**src/rtl/decode_queue_pkg.sv**
```systemverilog
`default_nettype none
// ============================================================================
// Module   : decode_queue_pkg
// Purpose  : Shared types for the decode queue: the decoded-instruction record
//            (instruction_info_reg_t), ALU/mul/div/operand-select enums, RV32
//            opcode constants and a funct3 -> ALU-op helper.
// Ports    : none (package)
// Revision : 1.0 - initial release
// ============================================================================
package decode_queue_pkg;

  // RV32 major opcodes
  localparam logic [6:0] c_op_lui    = 7'b0110111;
  localparam logic [6:0] c_op_auipc  = 7'b0010111;
  localparam logic [6:0] c_op_jal    = 7'b1101111;
  localparam logic [6:0] c_op_jalr   = 7'b1100111;
  localparam logic [6:0] c_op_branch = 7'b1100011;
  localparam logic [6:0] c_op_load   = 7'b0000011;
  localparam logic [6:0] c_op_store  = 7'b0100011;
  localparam logic [6:0] c_op_imm    = 7'b0010011;
  localparam logic [6:0] c_op_reg    = 7'b0110011;

  // Comparator operations share the branch funct3 encoding
  localparam logic [2:0] c_cmp_blt  = 3'b100;
  localparam logic [2:0] c_cmp_bltu = 3'b110;

  typedef enum logic [3:0] {
    alu_add = 4'd0,
    alu_sub = 4'd1,
    alu_sll = 4'd2,
    alu_srl = 4'd3,
    alu_sra = 4'd4,
    alu_xor = 4'd5,
    alu_or  = 4'd6,
    alu_and = 4'd7
  } alu_op_t;

  // Second-operand source; op_b_lui marks the zero-plus-immediate form of lui
  typedef enum logic [1:0] {
    op_b_reg = 2'd0,
    op_b_imm = 2'd1,
    op_b_lui = 2'd2
  } op_b_sel_t;

  typedef enum logic [1:0] {
    mul_mul    = 2'b00,
    mul_mulh   = 2'b01,
    mul_mulhsu = 2'b10,
    mul_mulhu  = 2'b11
  } mul_type_t;

  typedef enum logic [1:0] {
    div_div  = 2'b00,
    div_divu = 2'b01,
    div_rem  = 2'b10,
    div_remu = 2'b11
  } div_type_t;

  typedef struct packed {
    logic        valid;
    logic [31:0] pc_curr;
    logic [31:0] pc_next;
    logic [4:0]  rs1_s;
    logic [4:0]  rs2_s;
    logic [4:0]  rd_s;
    logic        rs1_needed;
    logic        rs2_needed;
    logic [31:0] immediate;
    logic        op1_is_imm;
    logic        op1_is_pc;
    logic        op2_is_imm;
    op_b_sel_t   op_b_sel;
    logic        alu_en;
    alu_op_t     alu_op;
    logic        cmp_en;
    logic [2:0]  cmp_operation;
    logic        is_branch;
    logic        is_jump;
    logic        is_load;
    logic        is_store;
    logic [2:0]  mem_funct3;
    logic        is_mul;
    mul_type_t   mul_type;
    logic        is_div;
    div_type_t   div_type;
    logic        illegal;
  } instruction_info_reg_t;

  // alt selects sub (funct3=000) or sra (funct3=101); ignored otherwise
  function automatic alu_op_t f3_to_alu(input logic [2:0] f3, input logic alt);
    alu_op_t op;
    case (f3)
      3'b000:  op = alt ? alu_sub : alu_add;
      3'b001:  op = alu_sll;
      3'b100:  op = alu_xor;
      3'b101:  op = alt ? alu_sra : alu_srl;
      3'b110:  op = alu_or;
      3'b111:  op = alu_and;
      default: op = alu_add;
    endcase
    return op;
  endfunction

endpackage
`default_nettype wire

```
**src/rtl/decode_queue_if.sv**
```systemverilog
`default_nettype none
// ============================================================================
// Module   : decode_queue_if
// Purpose  : Fetch-side group handshake and rename-side dequeue handshake of
//            the decode queue.
// Ports    : in_valid/in_inst/in_pc/in_pc_next/in_ready  - fetch group
//            out_info/out_valid/out_ready                 - rename lanes
//            modport slave  : the queue
//            modport master : the fetch/rename environment
// Revision : 1.0 - initial release
// ============================================================================
interface decode_queue_if #(
  parameter int WIDTH = 2
);
  import decode_queue_pkg::*;

  logic [WIDTH-1:0]                        in_valid;
  logic [WIDTH*32-1:0]                     in_inst;
  logic [WIDTH*32-1:0]                     in_pc;
  logic [WIDTH*32-1:0]                     in_pc_next;
  logic                                    in_ready;
  instruction_info_reg_t [WIDTH-1:0]       out_info;
  logic [WIDTH-1:0]                        out_valid;
  logic [WIDTH-1:0]                        out_ready;

  modport slave (
    input  in_valid, in_inst, in_pc, in_pc_next, out_ready,
    output in_ready, out_info, out_valid
  );

  modport master (
    output in_valid, in_inst, in_pc, in_pc_next, out_ready,
    input  in_ready, out_info, out_valid
  );

endinterface
`default_nettype wire

```
**src/rtl/decode_queue_rv_decoder.sv**
```systemverilog
`default_nettype none
// ============================================================================
// Module   : rv_decoder
// Purpose  : Combinational RV32IM single-lane decoder producing an
//            instruction_info_reg_t record.
// Ports    : valid_i   - lane carries an instruction
//            inst_i    - raw 32-bit instruction
//            pc_i      - pc of the instruction
//            pc_next_i - predicted next pc
//            info_o    - decoded record
// Revision : 1.0 - initial release
// ============================================================================
module rv_decoder
  import decode_queue_pkg::*;
(
  input  logic                  valid_i,
  input  logic [31:0]           inst_i,
  input  logic [31:0]           pc_i,
  input  logic [31:0]           pc_next_i,
  output instruction_info_reg_t info_o
);

  logic [6:0]  w_opcode;
  logic [2:0]  w_funct3;
  logic [6:0]  w_funct7;
  logic [31:0] w_i_imm;
  logic [31:0] w_s_imm;
  logic [31:0] w_b_imm;
  logic [31:0] w_u_imm;
  logic [31:0] w_j_imm;
  logic        w_bad;
  logic        w_f3_slt;

  assign w_opcode = inst_i[6:0];
  assign w_funct3 = inst_i[14:12];
  assign w_funct7 = inst_i[31:25];
  assign w_f3_slt = (w_funct3 == 3'b010) || (w_funct3 == 3'b011);

  assign w_i_imm = {{20{inst_i[31]}}, inst_i[31:20]};
  assign w_s_imm = {{20{inst_i[31]}}, inst_i[31:25], inst_i[11:7]};
  assign w_b_imm = {{19{inst_i[31]}}, inst_i[31], inst_i[7], inst_i[30:25], inst_i[11:8], 1'b0};
  assign w_u_imm = {inst_i[31:12], 12'b0};
  assign w_j_imm = {{11{inst_i[31]}}, inst_i[31], inst_i[19:12], inst_i[20], inst_i[30:21], 1'b0};

  always_comb begin
    info_o          = '0;
    w_bad           = 1'b0;
    info_o.valid    = valid_i;
    info_o.pc_curr  = pc_i;
    info_o.pc_next  = pc_next_i;
    info_o.rs1_s    = inst_i[19:15];
    info_o.rs2_s    = inst_i[24:20];
    info_o.rd_s     = inst_i[11:7];
    info_o.alu_op   = alu_add;
    info_o.op_b_sel = op_b_reg;
    info_o.mul_type = mul_mul;
    info_o.div_type = div_div;

    case (w_opcode)
      c_op_lui: begin
        // Computed as 0 + u_imm: operand 0 comes from the immediate path
        info_o.immediate  = w_u_imm;
        info_o.op1_is_imm = 1'b1;
        info_o.op2_is_imm = 1'b1;
        info_o.op_b_sel   = op_b_lui;
        info_o.alu_en     = 1'b1;
      end
      c_op_auipc: begin
        info_o.immediate  = w_u_imm;
        info_o.op1_is_pc  = 1'b1;
        info_o.op2_is_imm = 1'b1;
        info_o.op_b_sel   = op_b_imm;
        info_o.alu_en     = 1'b1;
      end
      c_op_jal: begin
        info_o.immediate = w_j_imm;
        info_o.is_jump   = 1'b1;
      end
      c_op_jalr: begin
        info_o.immediate  = w_i_imm;
        info_o.is_jump    = 1'b1;
        info_o.rs1_needed = 1'b1;
        info_o.op2_is_imm = 1'b1;
        info_o.op_b_sel   = op_b_imm;
      end
      c_op_branch: begin
        info_o.immediate     = w_b_imm;
        info_o.is_branch     = 1'b1;
        info_o.cmp_en        = 1'b1;
        info_o.cmp_operation = w_funct3;
        info_o.rs1_needed    = 1'b1;
        info_o.rs2_needed    = 1'b1;
        info_o.rd_s          = 5'd0;
      end
      c_op_load: begin
        info_o.immediate  = w_i_imm;
        info_o.is_load    = 1'b1;
        info_o.mem_funct3 = w_funct3;
        info_o.rs1_needed = 1'b1;
        info_o.op2_is_imm = 1'b1;
        info_o.op_b_sel   = op_b_imm;
        info_o.alu_en     = 1'b1;
      end
      c_op_store: begin
        info_o.immediate  = w_s_imm;
        info_o.is_store   = 1'b1;
        info_o.mem_funct3 = w_funct3;
        info_o.rs1_needed = 1'b1;
        info_o.rs2_needed = 1'b1;
        info_o.op2_is_imm = 1'b1;
        info_o.op_b_sel   = op_b_imm;
        info_o.alu_en     = 1'b1;
        info_o.rd_s       = 5'd0;
      end
      c_op_imm: begin
        info_o.immediate  = w_i_imm;
        info_o.rs1_needed = 1'b1;
        info_o.op2_is_imm = 1'b1;
        info_o.op_b_sel   = op_b_imm;
        if (w_f3_slt) begin
          // slti/sltiu run on the comparator as blt/bltu
          info_o.cmp_en        = 1'b1;
          info_o.cmp_operation = w_funct3[0] ? c_cmp_bltu : c_cmp_blt;
        end else begin
          info_o.alu_en = 1'b1;
          // funct7[5] only means sra for the right shift; addi has no sub form
          info_o.alu_op = f3_to_alu(w_funct3, (w_funct3 == 3'b101) && w_funct7[5]);
        end
        // Shift-immediates reuse the funct7 field and must keep it legal
        if (w_funct3 == 3'b001 && w_funct7 != 7'b0000000)
          w_bad = 1'b1;
        if (w_funct3 == 3'b101 && w_funct7 != 7'b0000000 && w_funct7 != 7'b0100000)
          w_bad = 1'b1;
      end
      c_op_reg: begin
        info_o.rs1_needed = 1'b1;
        info_o.rs2_needed = 1'b1;
        if (w_funct7 == 7'b0000001) begin
          if (w_funct3[2]) begin
            info_o.is_div   = 1'b1;
            info_o.div_type = div_type_t'(w_funct3[1:0]);
          end else begin
            info_o.is_mul   = 1'b1;
            info_o.mul_type = mul_type_t'(w_funct3[1:0]);
          end
        end else if (w_funct7 == 7'b0000000 ||
                     (w_funct7 == 7'b0100000 && (w_funct3 == 3'b000 || w_funct3 == 3'b101))) begin
          if (w_f3_slt) begin
            info_o.cmp_en        = 1'b1;
            info_o.cmp_operation = w_funct3[0] ? c_cmp_bltu : c_cmp_blt;
          end else begin
            info_o.alu_en = 1'b1;
            info_o.alu_op = f3_to_alu(w_funct3, w_funct7[5]);
          end
        end else begin
          w_bad = 1'b1;
        end
      end
      default: w_bad = 1'b1;
    endcase

    // Illegal entries still travel in order; they just request no resources
    if (w_bad) begin
      info_o.illegal    = 1'b1;
      info_o.alu_en     = 1'b0;
      info_o.cmp_en     = 1'b0;
      info_o.rs1_needed = 1'b0;
      info_o.rs2_needed = 1'b0;
    end
  end

endmodule
`default_nettype wire

```
**src/rtl/decode_queue.sv**
```systemverilog
`default_nettype none
// ============================================================================
// Module   : decode_queue
// Purpose  : WIDTH-lane decode stage feeding a DEPTH-entry circular buffer.
//            Fetch groups are decoded combinationally, enqueued in program
//            order and offered to rename as the WIDTH oldest entries.
// Ports    : clk    - clock, rising edge
//            rst_n  - asynchronous active-low reset
//            flush  - drop all queued entries and same-cycle traffic
//            dq     - fetch/rename handshake (slave modport)
//            count  - number of occupied entries
// Revision : 1.0 - initial release
// ============================================================================
module decode_queue
  import decode_queue_pkg::*;
#(
  parameter  int WIDTH = 2,
  parameter  int DEPTH = 8,
  localparam int PTR_W = $clog2(DEPTH)
) (
  input  logic               clk,
  input  logic               rst_n,
  input  logic               flush,
  decode_queue_if.slave      dq,
  output logic [PTR_W:0]     count
);

  // Group accepted only while a full WIDTH-wide group is guaranteed to fit
  localparam logic [PTR_W:0] c_ready_max = (PTR_W + 1)'(DEPTH - WIDTH);

  instruction_info_reg_t [WIDTH-1:0] w_dec;
  instruction_info_reg_t             entry_q [DEPTH];

  logic [PTR_W-1:0] head_q,  head_d;
  logic [PTR_W-1:0] tail_q,  tail_d;
  logic [PTR_W:0]   count_q, count_d;
  logic [PTR_W:0]   w_enq_n;
  logic [PTR_W:0]   w_deq_n;
  logic             w_accept;

  for (genvar gi = 0; gi < WIDTH; gi++) begin : g_dec
    rv_decoder u_dec (
      .valid_i   (dq.in_valid[gi]),
      .inst_i    (dq.in_inst[gi*32 +: 32]),
      .pc_i      (dq.in_pc[gi*32 +: 32]),
      .pc_next_i (dq.in_pc_next[gi*32 +: 32]),
      .info_o    (w_dec[gi])
    );
  end

  for (genvar go = 0; go < WIDTH; go++) begin : g_out
    assign dq.out_valid[go] = (count_q > (PTR_W + 1)'(go));
    assign dq.out_info[go]  = entry_q[head_q + PTR_W'(go)];
  end

  assign dq.in_ready = (count_q <= c_ready_max);
  assign w_accept    = dq.in_ready && dq.in_valid[0] && !flush;
  assign count       = count_q;

  // Leading-run counts: a lane counts only if every lower lane counted
  always_comb begin
    w_enq_n = '0;
    w_deq_n = '0;
    for (int i = 0; i < WIDTH; i++) begin
      if (dq.in_valid[i] && (w_enq_n == (PTR_W + 1)'(i)))
        w_enq_n = w_enq_n + 1'b1;
      if (dq.out_valid[i] && dq.out_ready[i] && (w_deq_n == (PTR_W + 1)'(i)))
        w_deq_n = w_deq_n + 1'b1;
    end
  end

  always_comb begin
    head_d  = head_q;
    tail_d  = tail_q;
    count_d = count_q;
    if (flush) begin
      head_d  = '0;
      tail_d  = '0;
      count_d = '0;
    end else begin
      // Counts never exceed WIDTH <= DEPTH/2, so the low bits are exact
      head_d  = head_q + w_deq_n[PTR_W-1:0];
      if (w_accept)
        tail_d = tail_q + w_enq_n[PTR_W-1:0];
      count_d = count_q + (w_accept ? w_enq_n : '0) - w_deq_n;
    end
  end

  always_ff @(posedge clk or negedge rst_n) begin
    if (!rst_n) begin
      head_q  <= '0;
      tail_q  <= '0;
      count_q <= '0;
    end else begin
      head_q  <= head_d;
      tail_q  <= tail_d;
      count_q <= count_d;
    end
  end

  // Entry payload needs no reset: occupancy is tracked by count alone
  always_ff @(posedge clk) begin
    if (w_accept) begin
      for (int i = 0; i < WIDTH; i++) begin
        if ((PTR_W + 1)'(i) < w_enq_n)
          entry_q[tail_q + PTR_W'(i)] <= w_dec[i];
      end
    end
  end

endmodule
`default_nettype wire

```
**src/flat_wrapper.sv**
```systemverilog
// flat-port wrapper written by rule: the top's interface ports become plain ports
module decode_queue_flat import decode_queue_pkg::*;
#(
  parameter  int WIDTH = 2,
  parameter  int DEPTH = 8,
  localparam int PTR_W = $clog2(DEPTH)
)
  (clk, rst_n, flush, count, dq_in_valid, dq_in_inst, dq_in_pc, dq_in_pc_next, dq_out_ready, dq_in_ready, dq_out_info, dq_out_valid);
  decode_queue_if #(.WIDTH(WIDTH)) dq_i ();
  input  logic clk;
  input  logic rst_n;
  input  logic flush;
  output logic [PTR_W:0] count;
  input wire logic [$bits(dq_i.in_valid)-1:0] dq_in_valid;
  input wire logic [$bits(dq_i.in_inst)-1:0] dq_in_inst;
  input wire logic [$bits(dq_i.in_pc)-1:0] dq_in_pc;
  input wire logic [$bits(dq_i.in_pc_next)-1:0] dq_in_pc_next;
  input wire logic [$bits(dq_i.out_ready)-1:0] dq_out_ready;
  output wire logic [$bits(dq_i.in_ready)-1:0] dq_in_ready;
  output wire logic [$bits(dq_i.out_info)-1:0] dq_out_info;
  output wire logic [$bits(dq_i.out_valid)-1:0] dq_out_valid;
  assign dq_i.in_valid = dq_in_valid;
  assign dq_i.in_inst = dq_in_inst;
  assign dq_i.in_pc = dq_in_pc;
  assign dq_i.in_pc_next = dq_in_pc_next;
  assign dq_i.out_ready = dq_out_ready;
  assign dq_in_ready = dq_i.in_ready;
  assign dq_out_info = dq_i.out_info;
  assign dq_out_valid = dq_i.out_valid;
  decode_queue #(.WIDTH(WIDTH), .DEPTH(DEPTH)) u_core (.clk(clk), .rst_n(rst_n), .flush(flush), .dq(dq_i), .count(count));
endmodule
```
**config.mk**
```make
export PLATFORM = sky130hd
export DESIGN_NAME = decode_queue_flat
export DESIGN_NICKNAME = d
export VERILOG_FILES = /design/src/rtl/decode_queue_pkg.sv /design/src/rtl/decode_queue_if.sv /design/src/rtl/decode_queue_rv_decoder.sv /design/src/rtl/decode_queue.sv /design/src/flat_wrapper.sv
export SDC_FILE = /design/constraint.sdc
export NUM_CORES = 2
export LEC_CHECK = 0
export BUFFER_PORTS_ARGS = -buffer_cell sky130_fd_sc_hd__clkbuf_2
export CAP_MARGIN = 20
export CORE_ASPECT_RATIO = 1.2
export CORE_MARGIN = 3
export CORE_UTILIZATION = 35
export CTS_CLUSTER_SIZE = 8
export DETAILED_ROUTE_END_ITERATION = 6
export GPL_TIMING_DRIVEN = 1
export PLACE_DENSITY = 0.59
export RECOVER_POWER = 25
export SLEW_MARGIN = 20
export SYNTH_ARGS = -nofsm -noshare
export SYNTH_HDL_FRONTEND = slang
export SYNTH_SLANG_ARGS = --single-unit
```
**constraint.sdc**
```tcl
create_clock -name clk -period 14.3 [get_ports clk]
set_clock_uncertainty 0.2 [all_clocks]
set_input_delay 0.715 -clock clk [delete_from_list [all_inputs] [get_ports clk]]
set_output_delay 0.715 -clock clk [all_outputs]
set_load 0.1 [all_outputs]
```
==> flow_summary_export.csv <==
group,metric,value,unit
synth,synth_enable_flop_cells,1128,
clock_tree,htreeDepth,4,
clock_tree,cts_sinks,1138,
clock_tree,clockRootBuffer,"clkbuf_16",
power,leakage,28.1,nW
critical_path,required,14280,ps
floorplanning,die_area,197000,um^2
power,p_per_area,206,nW/um^2
synth,synth_area_leaders,"edfxtp_1 50%, mux4_2 19%, nand2_1 11%",
global_route,track_usage,23.8,%
floorplanning,die_h,486,um
finish,fillers,17742,
synth,synth.top_cell.area_share,50.4,%
worst_hold_path,hold_class,"in2reg",
synth,synth_top_area_cell,"edfxtp_1",
detailed_routing,first_iter_violations,5711,
detailed_routing,drc,0,
timing,maxSlewHeadroom,-547,%
placement,dpl.hpwl,141,mm
placement,dp.cells,8112,
timing,maxSlewViolCount,1279,
timing,period_needed,10220,ps
global_route,grt_max_degree,147,
global_route,grt_pass1_vias,48502,
outcome,status,"finished, violations left",
synth,syn-mean-instance-area,11.9,um^2
global_route,grt_pass1_wl,342,mm
global_route,gr-total-overflow,0,
timing,tightest_slew,9700,ps
synth,ys_seq_area_share,50.8,%
timing,timing.fmax,97.8,MHz
critical_path,crit_arrival,10210,ps
finish,drive_gt1_share,28.5,%
finish,final_cell_count_no_fill,8359,
synth,postSynth.asyncResetShare,0.879,%
synth,synth_commonest_cells,"1,984 x nand2_1, 1,128 x edfxtp_1, 564 x mux4_2",
floorplanning,initial_core_util,35.3,%
synth,synth_most_common_cell,"nand2_1",
synth,syn_inst,5653,
run,cap_violations,28,
synth,synthFlopType,"edfxtp_1",
detailed_routing,ant_nets,0,
outcome,violations,"capacitance limit, slew limit",
clock_tree,cts_tree,"built",
clock_tree,clk_latency,820,ps
finish,area_growth,12.2,%
floorplanning,num_rows,175,
timing,period_share,71.5,%
timing,finalHoldViolCount,0,
clock_tree,cts.clk_slew.worst_paths,50,ps
synth,yosysUniqueCellTypes,94,
detailed_routing,dr.pass1.iters,6,
critical_path,path_max_fanout,118,
timing,finalSetupTns,0,ps
timing,setup-violations-final,0,
critical_path,endpoint_kind,"flop",
clock_tree,cts_buffer_depth,3,
floorplanning,die_x,406,um
power,peakVddDrop,0.290,mV
critical_path,crit_type,"reg2reg",
finish,nNetsFinal,6012,
floorplanning,pin_count,490,
global_route,antenna_found_initial,50,
detailed_routing,vias,48661,
detailed_routing,drt_wl_total,238,mm
synth,syn_area,67200,um^2
critical_path,cp-start-kind,"flop",
placement,globalplace.congestion,0.826,
detailed_routing,routedWlPerCell,28.5,um
synth,synth-seq-cells,1138,
clock_tree,cts_made_buffers,162,
floorplanning,coreArea,190000,um^2
synth,yosysWarnings,0,
placement,io_buffers,487,
timing,rsz0062_at_grt,"false",
detailed_routing,vias_per_cell,5.82,
## what timing repair did
action	CTS	global route
setup buffers	0	0
resized for setup	0	0
hold endpoints to repair	10	0
hold buffers	1	0
setup endpoints to repair	0	0
## worst paths after layout
kind                                                   end  slack [ps]                    startpoint  depth (start not counted)
max reg2reg                u_core.entry_q[4][11]$_DFFE_PP_        4080  u_core.tail_q[0]$_DFFE_PN0P_                          6
min reg2reg                   u_core.tail_q[2]$_DFFE_PN0P_         470  u_core.tail_q[2]$_DFFE_PN0P_                          2
max in group asynchronous       u_core.head_q[2]$_DFF_PN0_       13120                         rst_n                          2
min                        u_core.entry_q[0][83]$_DFFE_PP_          80             dq_in_pc_next[38]                          3
min in group asynchronous        u_core.count[1]$_DFF_PN0_         250                         rst_n                          2
max                        u_core.entry_q[4][11]$_DFFE_PP_        4080  u_core.tail_q[0]$_DFFE_PN0P_                          6
## registers in the layout, summed over array words and instances, names as in the netlist
register / count
u_core.tail_q: 3
u_core.entry_q: 1128
u_core.count: 4
u_core.head_q: 3
## layout make-up
type	instances	area (um^2)	share of cell area (%)
sequential	1138	34100	45.3
multi-input combinational	3899	30300	40.2
clock buffer	190	4180	5.55
timing repair buffer	582	3140	4.17
tap	2478	3100	4.11
clock inverter	20	372	0.493
antenna	36	90.1	0.120
inverter	16	60.1	0.0797
## critical path, cell delays in order, from the launching register on
cell,delay (ps)
dfrtp_1,600
ha_1,270
xor2_1,200
nand3_1,240
nor3_4,460
clkbuf_1,6700
o21ai_0,730
## layer usage
layer	vias to the layer above	GRT usage (%)	share of wire, %
li1	20873	-	-
met1	24615	30.9	39
met2	2659	38.3	47
met3	484	6.71	11
met4	30	8.04	3.2
met5	-	0	0.081
## cells in the final DEF, fill, tap and decap left out, types with 8 or more instances in the layout
cell | synthesis | routed
mux2i_1 | 128 | 128
and3_1 | 10 | 10
edfxtp_1 | 1128 | 1128
a21oi_4 | 10 | 10
clkbuf_1 | 259 | 54
nor2b_1 | 13 | 13
a22o_1 | 15 | 15
mux2_2 | 284 | 284
clkbuf_2 | 0 | 478
dfrtp_1 | 10 | 8
nand2_1 | 1984 | 1983
a21oi_1 | 185 | 185
nor2_1 | 176 | 173
nand2b_1 | 14 | 14
a21oi_2 | 10 | 10
ha_1 | 10 | 9
inv_1 | 15 | 15
o21ai_0 | 222 | 228
and2_1 | 16 | 13
diode_2 | 0 | 36
nand3_1 | 79 | 79
o21ai_1 | 27 | 18
buf_4 | 75 | 69
nor3_1 | 24 | 25
clkbuf_16 | 0 | 163
mux4_2 | 564 | 564
## power breakdown
group	switching (W)	internal (W)
Combinational	0.00585	0.00218
Clock	0.00151	0.00207
Sequential	0.000102	0.00379
## cells by family (layout without fill, tap and decap cells)
kind of cell	count (synthesis)	after routing	synth area share [%]
AOI/OAI and AO/OA	522	522	4.60
DFF	1138	1138	50.8
muxes	976	976	25.6
other	1	38	0.00558
xor gates and xnor gates	11	11	0.143
buffers and inverters	617	808	4.32
adders and majority gates	14	14	0.305
and+or+nand+nor	2374	2374	14.2
## per-stage QoR
step                      hold slack [ps]  util (%)  power (W)  worst slack [ps]  area (um^2)
after CTS                            5.02      39.7     0.0156              7360        75500
final                                83.8      39.7     0.0155              4080        75400
after global routing                 62.8      39.6     0.0160              3610        75300
after floorplan                       219         -     0.0106               979        67200
after global placement                417      37.3     0.0119              8360        70900
after detailed placement              420      37.3     0.0120              8250        70900
Power figures use the tool's default switching activity.
